### src/rtl/cpu_seq_pkg.sv
// rtl/cpu_seq_pkg.sv - shared types and constants for the cpu instruction sequencer
package cpu_seq_pkg;

   localparam int INSTR_W = 16;

   // Bit positions of the captured {N,V,Z} flag vector
   localparam int FLAG_N = 2;
   localparam int FLAG_V = 1;
   localparam int FLAG_Z = 0;

   typedef enum logic [3:0] {
      S_IDLE,
      S_READY,
      S_LOAD,
      S_START,
      S_WAIT_BUSY,
      S_WAIT_DONE,
      S_CAPTURE,
      S_FINISH,
      S_ERROR
   } seq_state_t;

   // States in which the sequencer waits on the cpu and the timeout counter runs
   function automatic logic is_wait_state(input seq_state_t s);
      return (s == S_READY) || (s == S_WAIT_BUSY) || (s == S_WAIT_DONE);
   endfunction

endpackage

### src/rtl/seq_prog_buf.sv
// rtl/seq_prog_buf.sv - program buffer, one synchronous write port and one async read port
module seq_prog_buf
   import cpu_seq_pkg::*;
#(
   parameter int DEPTH = 16,
   parameter int AW    = 4
) (
   input  logic               clk,
   input  logic               we,
   input  logic [AW-1:0]      waddr,
   input  logic [INSTR_W-1:0] wdata,
   input  logic [AW-1:0]      raddr,
   output logic [INSTR_W-1:0] rdata
);

   logic [INSTR_W-1:0] mem [DEPTH];

   always_ff @(posedge clk) begin
      if (we) begin
         mem[waddr] <= wdata;
      end
   end

   assign rdata = mem[raddr];

endmodule

### src/rtl/instr_sequencer.sv
// rtl/instr_sequencer.sv - issues buffered instructions to the cpu one at a time and captures results
module instr_sequencer
   import cpu_seq_pkg::*;
#(
   parameter int DEPTH   = 16,
   parameter int AW      = 4,
   parameter int TIMEOUT = 64
) (
   input  logic               clk,
   input  logic               reset,
   input  logic               prog_we,
   input  logic [AW-1:0]      prog_addr,
   input  logic [INSTR_W-1:0] prog_data,
   input  logic [AW-1:0]      prog_last,
   input  logic               go,
   input  logic               abort,
   input  logic               cpu_w,
   input  logic [INSTR_W-1:0] cpu_out,
   input  logic               cpu_N,
   input  logic               cpu_V,
   input  logic               cpu_Z,
   output logic [INSTR_W-1:0] cpu_in,
   output logic               cpu_load,
   output logic               cpu_s,
   output logic               busy,
   output logic               done,
   output logic               err,
   output logic [AW-1:0]      pc,
   output logic [INSTR_W-1:0] last_out,
   output logic [2:0]         last_flags
);

   localparam int TW = (TIMEOUT > 1) ? $clog2(TIMEOUT) : 1;
   localparam logic [TW-1:0] TMO_MAX = TW'(TIMEOUT - 1);

   seq_state_t         state;
   seq_state_t         state_next;
   logic [TW-1:0]      tmo_cnt;
   logic               tmo_hit;
   logic [AW-1:0]      last_idx;
   logic [INSTR_W-1:0] buf_word;

   seq_prog_buf #(
      .DEPTH (DEPTH),
      .AW    (AW)
   ) u_buf (
      .clk   (clk),
      .we    (prog_we && !busy),
      .waddr (prog_addr),
      .wdata (prog_data),
      .raddr (pc),
      .rdata (buf_word)
   );

   assign tmo_hit = (tmo_cnt == TMO_MAX);

   always_comb begin
      state_next = state;
      case (state)
         S_IDLE:      if (go) state_next = S_READY;
         S_READY:     if (cpu_w) state_next = S_LOAD;
                      else if (tmo_hit) state_next = S_ERROR;
         S_LOAD:      state_next = S_START;
         S_START:     state_next = S_WAIT_BUSY;
         S_WAIT_BUSY: if (!cpu_w) state_next = S_WAIT_DONE;
                      else if (tmo_hit) state_next = S_ERROR;
         S_WAIT_DONE: if (cpu_w) state_next = S_CAPTURE;
                      else if (tmo_hit) state_next = S_ERROR;
         S_CAPTURE:   state_next = (pc == last_idx) ? S_FINISH : S_LOAD;
         S_FINISH:    state_next = S_IDLE;
         S_ERROR:     state_next = S_IDLE;
         default:     state_next = S_IDLE;
      endcase
      // abort overrides everything, including a same-cycle go in IDLE
      if (abort) begin
         state_next = S_IDLE;
      end
   end

   // Strobes are suppressed while reset or abort is asserted
   always_comb begin
      cpu_load = (state == S_LOAD)  && !abort && reset;
      cpu_s    = (state == S_START) && !abort && reset;
      cpu_in   = ((state == S_LOAD) || (state == S_START)) ? buf_word : '0;
      busy     = !((state == S_IDLE) || (state == S_FINISH) || (state == S_ERROR));
   end

   always_ff @(posedge clk) begin
      if (!reset) begin
         state      <= S_IDLE;
         tmo_cnt    <= '0;
         last_idx   <= '0;
         pc         <= '0;
         done       <= 1'b0;
         err        <= 1'b0;
         last_out   <= '0;
         last_flags <= '0;
      end else begin
         state <= state_next;

         if (is_wait_state(state_next) && (state_next != state)) begin
            tmo_cnt <= '0;
         end else if (is_wait_state(state)) begin
            tmo_cnt <= tmo_cnt + TW'(1);
         end

         if ((state == S_IDLE) && (state_next == S_READY)) begin
            last_idx <= prog_last;
            pc       <= '0;
            done     <= 1'b0;
            err      <= 1'b0;
         end

         if ((state == S_CAPTURE) && !abort) begin
            last_out           <= cpu_out;
            last_flags[FLAG_N] <= cpu_N;
            last_flags[FLAG_V] <= cpu_V;
            last_flags[FLAG_Z] <= cpu_Z;
            if (state_next == S_LOAD) begin
               pc <= pc + AW'(1);
            end
         end

         if (state_next == S_FINISH) begin
            done <= 1'b1;
         end
         if (state_next == S_ERROR) begin
            err <= 1'b1;
         end
      end
   end

endmodule

### config.mk
export PLATFORM = sky130hd
export DESIGN_NAME = instr_sequencer
export DESIGN_NICKNAME = d
export VERILOG_FILES = /design/src/rtl/cpu_seq_pkg.sv /design/src/rtl/seq_prog_buf.sv /design/src/rtl/instr_sequencer.sv
export SDC_FILE = /design/constraint.sdc
export NUM_CORES = 1
export LEC_CHECK = 0
export CAP_MARGIN = 20
export CORE_AREA = 2 2 186 188
export DETAILED_ROUTE_END_ITERATION = 16
export DIE_AREA = 0 0 188 190
export DONT_BUFFER_PORTS = 1
export GPL_TIMING_DRIVEN = 0
export PLACE_DENSITY_LB_ADDON = 0.25
export SYNTH_ARGS = -nofsm -noshare
export SYNTH_HDL_FRONTEND = slang
export SYNTH_SLANG_ARGS = --single-unit
### constraint.sdc
create_clock -name clk -period 3.7 [get_ports clk]
set_clock_uncertainty 0.2 [all_clocks]
set_input_delay 0.74 -clock clk [delete_from_list [all_inputs] [get_ports clk]]
set_output_delay 0.74 -clock clk [all_outputs]
set_load 0.01 [all_outputs]
== After elaboration in Yosys (flattened, before gate mapping) ==
Memory sizes are Yosys's and may differ from the RTL's. A register that Yosys moved wholly into a read port is not among the register bits.
Cells that the tools add are included.

* Add/subtract/negate cells: 2
* Equality and inequality tests: 17
* Mux-type cells: 18
* Bitwise operators: 1
* Reductions and logical operators: 21

{| class="wikitable"
|+ Operator list
! operator !! number
|-
| $mux W4 || 10
|-
| $eq A4 B3 Y1 const B || 7
|-
| $pmux W4 S7 || 1
|-
| $mux W16 || 1
|-
| $eq A4 B2 Y1 const B || 3
|-
| $eq A4 B1 Y1 const B || 2
|-
| $eq A4 B4 Y1 const B || 2
|-
| $logic_and A1 B1 Y1 || 8
|-
| $logic_or A1 B1 Y1 || 7
|-
| $add A6 B1 Y6 const B || 1
|-
| $eq A6 B6 Y1 const B || 1
|-
| $mux W1 || 5
|-
| $add A4 B1 Y4 const B || 1
|-
| $eq A4 B4 Y1 || 1
|-
| $logic_not A4 Y1 || 1
|-
| $ne A4 B4 Y1 || 1
|-
| $reduce_bool A2 Y1 || 2
|-
| $mux W3 || 1
|-
| $logic_not A1 Y1 || 2
|-
| $reduce_or A2 Y1 || 1
|-
| $not A1 Y1 || 1
|}

* Register bits after elaboration: 39
* Memory bits (writable): 256
* Input bits: 49
* Word-level logic and storage cells: 68
* Memories kept: 1

{| class="wikitable"
|+ Memory list
! memory !! words !! bits a word !! rd ports !! clocked after memory_dff !! write ports !! RTL line !! RTL
|-
| u_buf.mem || 16 || 16 || 1 || 1 || 1 || seq_prog_buf.sv:16 || <nowiki>logic [INSTR_W-1:0] mem [DEPTH];</nowiki>
|}

== Logic depth before layout (Yosys ltp) ==
* Depth in word-level cells: 11
* Depth in mapped cells: 7

== Cells and area by module ==
Synthesis repeated with hierarchy kept, for this count alone.

* Cells, all modules: 655
* Area, all modules: 11624.9 um^2

{| class="wikitable"
|+ By module, submodules not included
! module !! instances !! cells an instance !! area each (um^2) !! seq. area each (um^2)
|-
| seq_prog_buf || 1 || 416 || 9723.1 || 7687.4
|-
| instr_sequencer || 1 || 239 || 1901.8 || 780.7
|}

== Worst setup path after synthesis ==
No wires, ideal clock.

* Path type: register to register
* Start point: register state[0]
* End point: memory u_buf.mem[0][0] (enable)
* Arrival time: 2.620 ns
* Data required time: 3.091 ns
* Path slack: 0.471 ns
* Stages on the path, launching flop included: 7
* Buffers on the path: 1
* Cells stage by stage: dfxtp_1 > buf_1 > nand2_1 > a2bb2oi_1 > nand2b_1 > or3_1 > nor3_1

* Word-level cells in the longest chain between the ends: 6
* Elaborated cells on any way between the ends: 8
* Classes of those cells: 2 x eq/ne; 2 x mux; 4 x reduce/logical

{| class="wikitable"
|+ Ends and longest elaborated chain
! element !! RTL line !! RTL
|-
| from (decl) || instr_sequencer.sv:36 || <nowiki>seq_state_t state;</nowiki>
|-
| from (signal assigned) || instr_sequencer.sv:99 || <nowiki>state <= state_next;</nowiki>
|-
| $eq A4 B3 Y1 / $logic_not A4 Y1 (equally long branches) || instr_sequencer.sv:85 || <nowiki>busy = !((state == S_IDLE) || (state == S_FINISH) || (state == S_ERROR));</nowiki>
|-
| $logic_or A1 B1 Y1 || instr_sequencer.sv:85 ||
|-
| $logic_or A1 B1 Y1 * || instr_sequencer.sv:85 ||
|-
| $logic_and A1 B1 Y1 * || instr_sequencer.sv:48 || <nowiki>.we (prog_we && !busy),</nowiki>
|-
| $mux W1 * || seq_prog_buf.sv:19 || <nowiki>if (we) begin</nowiki>
|-
| $mux W1 (implied by the code) * || seq_prog_buf.sv:20 || <nowiki>mem[waddr] <= wdata;</nowiki>
|-
| to (decl) || seq_prog_buf.sv:16 ||
|}

Every way passes the cells marked *; elsewhere a longest branch is shown, timed or not.

==> impl_metrics.tcl <==
set metrics [dict create \
    outcome "finished, final reports clean" \
    fmax_ghz 0.2801 \
    core_um2 33950 \
    route.vias.total 5899 \
    start_kind "flop" \
    dpl_cell_area_um2 12560 \
    max-cap-violations 0 \
    drt_wl_total_mm 27.02 \
    antenna_found_initial 0 \
    postCtsSetupRepairBufs 0 \
    die_h_um 190 \
    syn_inst 617 \
    yosysMostFrequentCell "edfxtp_1" \
    end_kind "output pin" \
    areaGrowthSynthToFinish_pct 17.40 \
    report.final.slew_viol_count 0 \
    cts_tree "done" \
    worstPathArrival_ns 2.63 \
    grt_overflow 0 \
    synth_edf_count 256 \
    synth_flop_cell "edfxtp_1" \
    setup_viol 0 \
    holdCritPathClass "input pin to flop" \
    path_max_fanout 10 \
    tightest_slew_ns 0.8144 \
    slowest_stage "mux4_2" \
    critPathMaxStageDelay_ns 0.52 \
    ir_drop_v 0.0003518 \
    synthDistinctLibCells 54 \
    yosysWarnings 0 \
    cts_sinks 295 \
    clockRootBuffer "clkbuf_16" \
    numCtsBuffers 31 \
    place_congestion 0.9092 \
    port-buffer-count 0 \
    post-route-min-period_ns 3.570 \
    synth_fp_nets 668 \
    p_per_area_nw_per_um2 495.6 \
    nNetsFinal 722 \
    synthesis.area_um2 11620 \
    grt_max_degree 17 \
    postLayoutCellArea_um2 13650 \
    die_x_um 188 \
    grt_pass1_vias 6273 \
    track_usage_pct 15.07 \
    hold_viol_final 0 \
    ant_nets 0 \
    synth_area_per_cell_um2 18.84 \
    crit_type "flop to output pin" \
    drt_pass1_iterations 5 \
    ys_seq_area_share_pct 72.85 \
    synthArstFlopShare_pct 0 \
    finalCritPeriodShare_pct 96.47 \
    drt_iter0_markers 558 \
    synthTopCellsByCount "edfxtp_1 (256), mux4_2 (80), nand2_1 (53), dfxtp_1 (39), nor2_1 (30)" \
    synth_area_leaders "edfxtp_1 (66%), mux4_2 (16%), dfxtp_1 (6.7%)" \
    grt_pass1_wl_mm 39.68 \
    p_leak_uw 0.004156 \
    start_util_pct 34.24 \
    die_area_um2 35720 \
    synth-seq-cells 295 \
    clk_latency_ns 0.55 \
    critPathRequiredTime_ns 2.76 \
    finalPower_uw 6762 \
    detail_route.vias_per_cell 5.130 \
    io_pins 93 \
    r2r_slack_ns 0.48 \
    netlist.area_leader.share_pct 66.14 \
    hpwl_mm 19.05 \
    antenna_cells_inserted 0 \
    drt_drc_violations_left 0 \
    rsz0062_at_grt "no" \
    wl_per_cell_um 23.50 \
    h-tree-depth 1 \
    crit_chain "buf_6, buf_12, buf_12, mux4_2, mux4_2, nor2b_1" \
    rows 68 \
    yosysTopAreaCell "edfxtp_1" \
    drive_gt1_share_pct 28.20 \
    fillerInstances 2994 \
    max_slew_margin_pct 45.71 \
    path_clk_slew_ns 0.06 \
    cts_buffer_depth 3 \
]
## what timing repair did
action                                  CTS  global route
gates resized for setup                  25             9
endpoints found under the setup margin   16            15
hold buffers                              0             0
pin swaps                                 0             0
## kinds of logic (layout without fill, tap and decap cells)
logic type	after synthesis	count (layout)	synth area share, %
AND/OR/NAND/NOR	146	146	6.200
adder cells (fa/ha/maj)	2	2	0.2153
buffers and inverters	35	113	1.518
flip-flops	295	295	72.85
XOR/XNOR	9	9	0.7428
AO/OA/AOI/OAI	45	45	2.541
multiplexers	85	85	15.93
## worst paths after layout
path,startpoint,endpoint,cells after the start
min reg2reg,last_out[2]$_SDFFE_PN0P_,last_out[2]$_SDFFE_PN0P_,2
max,pc[0]$_SDFF_PN0_,cpu_in[14],6
min,prog_data[1],u_buf.mem[9][1]$_DFFE_PP_,0
max reg2reg,state[0]$_SDFF_PN0_,u_buf.mem[1][9]$_DFFE_PP_,7
## area by class of cell
| type | count | area (µm²) | area share (%) |
|---|---|---|---|
| multi-input combinational | 287 | 3032 | 22.22 |
| buffer | 31 | 251.5 | 1.843 |
| timing repair buffer | 21 | 314.1 | 2.301 |
| sequential | 295 | 8473 | 62.09 |
| inverter | 4 | 15.01 | 0.1100 |
| clock inverter | 21 | 196.4 | 1.440 |
| clock buffer | 36 | 794.5 | 5.822 |
| tap | 455 | 569.3 | 4.172 |
## cells in the final DEF (no fill, tap or decap), types with 4 or more instances in the layout
| cell type | synthesis | final |
|---|---|---|
| nor3_1 | 12 | 8 |
| buf_6 | 3 | 11 |
| nor2_1 | 30 | 18 |
| dfxtp_1 | 39 | 37 |
| nor2_2 | 0 | 12 |
| nand2_1 | 53 | 53 |
| mux4_2 | 80 | 80 |
| buf_2 | 9 | 4 |
| clkinv_1 | 1 | 8 |
| mux2i_1 | 5 | 5 |
| xor2_1 | 5 | 5 |
| buf_8 | 0 | 12 |
| nor3_2 | 3 | 7 |
| nor2b_1 | 19 | 18 |
| nand3_1 | 5 | 5 |
| edfxtp_1 | 256 | 256 |
| clkinv_2 | 0 | 6 |
| clkbuf_1 | 14 | 13 |
| nand2b_1 | 4 | 4 |
| clkbuf_16 | 0 | 31 |
| o21ai_0 | 4 | 4 |
| clkinvlp_4 | 0 | 4 |
| a21oi_1 | 24 | 24 |
## worst max-delay path: cells and delay by family (launching register included)
kind / cells / cell delay (ns)
buf+inv: 3 / 0.50
simple gates: 1 / 0.21
mux: 2 / 0.97
flops: 1 / 0.39
## per-layer routing
metal	vias to the layer above	GRT usage, %	share of wire [%]
li1	2581	-	-
met1	3043	18.04	39
met2	230	27.22	52
met3	45	3.726	7.0
met4	0	3.755	2.2
met5	-	0	0
## flip-flops by register name, summed over array words and instances, names as in the netlist
name        count
u_buf.mem     256
last_out       16
tmo_cnt         6
last_idx        4
pc              4
state           4
last_flags      3
done            1
err             1
## power by group
| group | internal [µW] | leakage (µW) | switching [µW] | total [µW] |
|---|---|---|---|---|
| logic | 39.7 | 0.00105 | 71.5 | 111 |
| clock network | 1750 | 0.000475 | 1240 | 2990 |
| registers | 3650 | 0.00263 | 10.1 | 3660 |
| total | 5440 | 0.00416 | 1320 | 6760 |
## stage by stage
step	cells	hold WS (ns)	setup WS [ns]	TNS, ns	util (%)
final	1150	0.07548	0.1305	0	40.20
after global routing	1150	0.04395	0.03235	0	40.20
after CTS	1150	0.04664	0.0002232	0	40.15
after detailed placement	1093	0.3049	-0.01076	-0.02287	36.99
after global placement	1072	0.2924	-1.317	-90.33	35.92
after floorplan	617	0.2805	0.4709	0	-
Power figures use the tool's default switching activity.
